--- src/rtl/cpu_controller.sv ---
// Instruction register, decoder and Moore control FSM driving the datapath.
// Optional macro CTRL_ILLEGAL_TRAP_EN: illegal opcodes trap in HALT with err=1.
module cpu_controller (
  input  logic        clk,
  input  logic        reset,
  input  logic [15:0] in,
  input  logic        load,
  input  logic        s,
  output logic        w,
  output logic [2:0]  readnum,
  output logic [2:0]  writenum,
  output logic        write,
  output logic        vsel,
  output logic [15:0] datapath_in,
  output logic        loada,
  output logic        loadb,
  output logic        loadc,
  output logic        loads,
  output logic        asel,
  output logic        bsel,
  output logic [1:0]  shift,
  output logic [1:0]  ALUop,
  output logic        err
);

  localparam logic [2:0] S_WAIT   = 3'd0;
  localparam logic [2:0] S_DECODE = 3'd1;
  localparam logic [2:0] S_GETA   = 3'd2;
  localparam logic [2:0] S_GETB   = 3'd3;
  localparam logic [2:0] S_EXEC   = 3'd4;
  localparam logic [2:0] S_WRREG  = 3'd5;
  localparam logic [2:0] S_WRIMM  = 3'd6;
`ifdef CTRL_ILLEGAL_TRAP_EN
  localparam logic [2:0] S_HALT   = 3'd7;
`endif

  logic [2:0]  state_q, state_d;
  logic [15:0] ir_q, ir_d;

  logic [2:0] opc, rn, rd, rm;
  logic [1:0] op, sh;
  logic       is_movimm, is_movreg, is_alu, is_cmp, is_mvn;

  assign opc = ir_q[15:13];
  assign op  = ir_q[12:11];
  assign rn  = ir_q[10:8];
  assign rd  = ir_q[7:5];
  assign sh  = ir_q[4:3];
  assign rm  = ir_q[2:0];

  assign is_movimm = (opc == 3'b110) && (op == 2'b10);
  assign is_movreg = (opc == 3'b110) && (op == 2'b00);
  assign is_alu    = (opc == 3'b101);
  assign is_cmp    = is_alu && (op == 2'b01);
  assign is_mvn    = is_alu && (op == 2'b11);

  assign datapath_in = {{8{ir_q[7]}}, ir_q[7:0]};
  assign w           = (state_q == S_WAIT);
`ifdef CTRL_ILLEGAL_TRAP_EN
  assign err = (state_q == S_HALT);
`else
  assign err = 1'b0;
`endif

  // IR captures only while idle, so a load with start decodes the new word
  assign ir_d = (state_q == S_WAIT && load) ? in : ir_q;

  always_comb begin
    state_d = state_q;
    case (state_q)
      S_WAIT:   if (s) state_d = S_DECODE;
      S_DECODE: begin
        if (is_movimm)              state_d = S_WRIMM;
        else if (is_movreg || is_mvn) state_d = S_GETB;
        else if (is_alu)            state_d = S_GETA;
`ifdef CTRL_ILLEGAL_TRAP_EN
        else                        state_d = S_HALT;
`else
        else                        state_d = S_WAIT;
`endif
      end
      S_GETA:   state_d = S_GETB;
      S_GETB:   state_d = S_EXEC;
      S_EXEC:   state_d = is_cmp ? S_WAIT : S_WRREG;
      S_WRREG:  state_d = S_WAIT;
      S_WRIMM:  state_d = S_WAIT;
`ifdef CTRL_ILLEGAL_TRAP_EN
      S_HALT:   state_d = S_HALT;
`endif
      default:  state_d = S_WAIT;
    endcase
  end

  always_comb begin
    readnum  = 3'b000;
    writenum = 3'b000;
    write    = 1'b0;
    vsel     = 1'b0;
    loada    = 1'b0;
    loadb    = 1'b0;
    loadc    = 1'b0;
    loads    = 1'b0;
    asel     = 1'b0;
    bsel     = 1'b0;
    shift    = 2'b00;
    ALUop    = 2'b00;
    case (state_q)
      S_GETA: begin
        readnum = rn;
        loada   = 1'b1;
      end
      S_GETB: begin
        readnum = rm;
        loadb   = 1'b1;
      end
      // MOV reg zeroes the A side so the ALU add yields the shifted B operand
      S_EXEC: begin
        shift = sh;
        ALUop = op;
        loadc = 1'b1;
        loads = is_cmp;
        asel  = is_movreg;
      end
      S_WRREG: begin
        writenum = rd;
        write    = 1'b1;
      end
      S_WRIMM: begin
        vsel     = 1'b1;
        writenum = rn;
        write    = 1'b1;
      end
      default: ;
    endcase
  end

  always_ff @(posedge clk or posedge reset) begin
    if (reset) begin
      state_q <= S_WAIT;
      ir_q    <= 16'h0000;
    end else begin
      state_q <= state_d;
      ir_q    <= ir_d;
    end
  end

endmodule

--- config.mk ---
export PLATFORM = sky130hd
export DESIGN_NAME = cpu_controller
export DESIGN_NICKNAME = d
export VERILOG_FILES = /design/src/rtl/cpu_controller.sv
export SDC_FILE = /design/constraint.sdc
export NUM_CORES = 1
export LEC_CHECK = 0
export ABC_AREA = 1
export CAP_MARGIN = 0
export CORE_ASPECT_RATIO = 0.7
export CORE_UTILIZATION = 39
export DETAILED_ROUTE_END_ITERATION = 10
export GPL_TIMING_DRIVEN = 0
export PLACE_DENSITY = 0.87
export SKIP_CTS_REPAIR_TIMING = 1
export SLEW_MARGIN = 20
export SYNTH_ARGS = -nofsm -noshare
export SYNTH_HDL_FRONTEND = slang
export SYNTH_SLANG_ARGS = --single-unit
--- constraint.sdc ---
create_clock -name clk -period 1.6 [get_ports clk]
set_clock_uncertainty 0.1 [all_clocks]
set_input_delay 0.48 -clock clk [delete_from_list [all_inputs] [get_ports clk]]
set_output_delay 0.48 -clock clk [all_outputs]
set_load 0.1 [all_outputs]
==> results.txt <==
Area fraction in compound gates after synthesis: 15.8%
Top Ports: 56
CTS buffer count: 3
Global-route wire length before repair: 4.31 mm
Vias per cell: 4.87
Die Height: 48.3 um
Post-layout minimum cycle time: 2.05 ns
Mux cell area share after synthesis: 0%
CP max FO: 4
GP Congestion: 0.763
Multi-input logic area: 706 um2
Dpl cell area: 0.00198 mm2
Synth Area in Adders: 0%
CTS tree: yes
Nets: 229
Fin crit share: 128%
Die ar.: 0.00329 mm2
Final hold violation count: 0
Gr ovfl total: 0
DRC: 0
Reg area: 480 um2
CTS sink count: 19
Failing checks: setup timing
Count of input and output buffers: 53
Starting Density: 42.0%
Vias in the first global route: 950
CP Launch Point: state_q[0]
Root buf cell: clkbuf_8
Worst Max-Slew Pin Slew: 0.750 ns
Worst endpoint data arrival time: 1.47 ns
Max-slew violation count: 0
Combinational family with the most area after synthesis: buffers and inverters
Most common cell after layout, fill and taps aside: buf_12
Core Box Area: 0.00284 mm2
Seq/Total Area, Yosys: 39.8%
Clk Latency, worst-skew pair: 0.26 ns
DR vias: 1189
Syn_area_per_cell: 8.29 um2
Clock-pin slew on the worst setup and hold paths: 0.07 ns
Yosys warnings: 0
Unrepaired setup endpoints after global routing: true
Fin worst setup slack: -0.450 ns
Most frequent cells in the layout: buf_12, clkdlybuf4s50_1, inv_1, buf_6, nor2_4
Worst rel slew slack: 50.0%
WP data required: 1.02 ns
Starting DRT DRC Count: 63
Final cell count without fillers: 244
Layout Area Growth over Synthesis: 106%
Synth Area in Simple Gates: 21.2%
Die width: 68.1 um
Post-Synth XOR/XNOR Area: 0%
Setup CP Type: register to output pin
Routed len/inst: 17.1 um
Placed Cells: 234
Layout cells sized above 1: 62.0%
Pre-antenna DRT Iters: 4
Status: complete, but fails checks
Hold Crit Start: ir_q[15]
Initial antenna violation count: 0
# setup viols final: 43
H-tree depth: 1
Hold Path Class: register to register
CP startpoint kind: register
Antenna Cells: 0
Site row count: 16
Hold Slack: 0.413 ns
Reg2reg start: state_q[1]
Mapped cell area: 0.00119 mm2
Post-DP HPWL: 2.31 mm
GRT Total Usage: 18.6%
Synthesized instance count: 144
Final WL: 4.18 mm
Synth cell types: 19
Fin area: 0.00246 mm2
Fillers: 129
DP Worst Slack: -1.05 ns
Synth Register Bits: 19
Bufs on Longest Clock Path: 2
Critical Path Sink Type: output pin
FMAX: 488 MHz
Max cap viols: 0
Routed Antenna Nets: 0
Largest net degree at the start of global routing: 20
metal layers:
metal	up-vias	track usage (%)	routed length, um
met5	-	0	0
met4	0	2.50	42
met3	7	5.84	256
met2	57	33.7	2240
met1	569	22.8	1640
li1	556	-	-
synth_stat cells:
cell	count	area, um2
nand2_2	1	6.26
nand3_1	4	20.0
inv_1	23	86.3
buf_6	1	11.3
a21oi_1	3	15.0
buf_4	18	135
o22ai_1	6	37.5
nand2_4	1	11.3
inv_2	1	3.75
dfrtp_1	19	475
o21ai_0	1	5.00
inv_4	1	6.26
a21oi_2	15	131
buf_8	2	30.0
nand2_1	16	60.1
nor2_1	15	56.3
nor3_1	1	5.00
nor2_2	15	93.8
conb_1	1	3.75
sequential cells by signal (all words and copies together) (netlist names):
| signal | cells |
|---|---|
| ir_q | 16 |
| state_q | 3 |
cell type report:
class                           count  share of cell area, %
Tap cell                           36                   1.83
Buffer                             21                   8.74
Clock buffer                        4                   1.83
Timing Repair Buffer               59                   34.8
Sequential cell                    19                   19.5
Multi-Input combinational cell     80                   28.6
Inverter                           25                   4.62
through the flow:
step | utilization (%) | setup TNS, ns
2_1_floorplan | - | -3.70
3_3_place_gp | 69.6 | -27.65
3_5_place_dp | 69.6 | -28.72
4_1_cts | 71.2 | -38.39
5_1_grt | 86.7 | -9.78
6_report | 86.7 | -8.48
cells by family after synthesis:
family	after synthesis
simple gates	53
buf+inv	46
compound gates	25
flops	19
other cells	1
worst paths after layout:
path	to	slack, ns	cells after the start
max	writenum[1]	-0.45	5
min	ir_q[15]	0.41	2
max reg2reg	ir_q[9]	-0.06	8
min reg2reg	ir_q[15]	0.41	2
max in group asynchronous	ir_q[7]	0.31	2
min in group asynchronous	ir_q[0]	0.57	2
critical path, stage by stage, from the launching register on:
cell     delay [ns]
dfrtp_2        0.49
inv_4          0.07
nor2_2         0.11
nand2_2        0.15
o22ai_4        0.18
buf_12         0.20
Power is left out: the tool's default activity adds up to more than one toggle a clock period on the data nets, which glitch-free logic cannot reach.
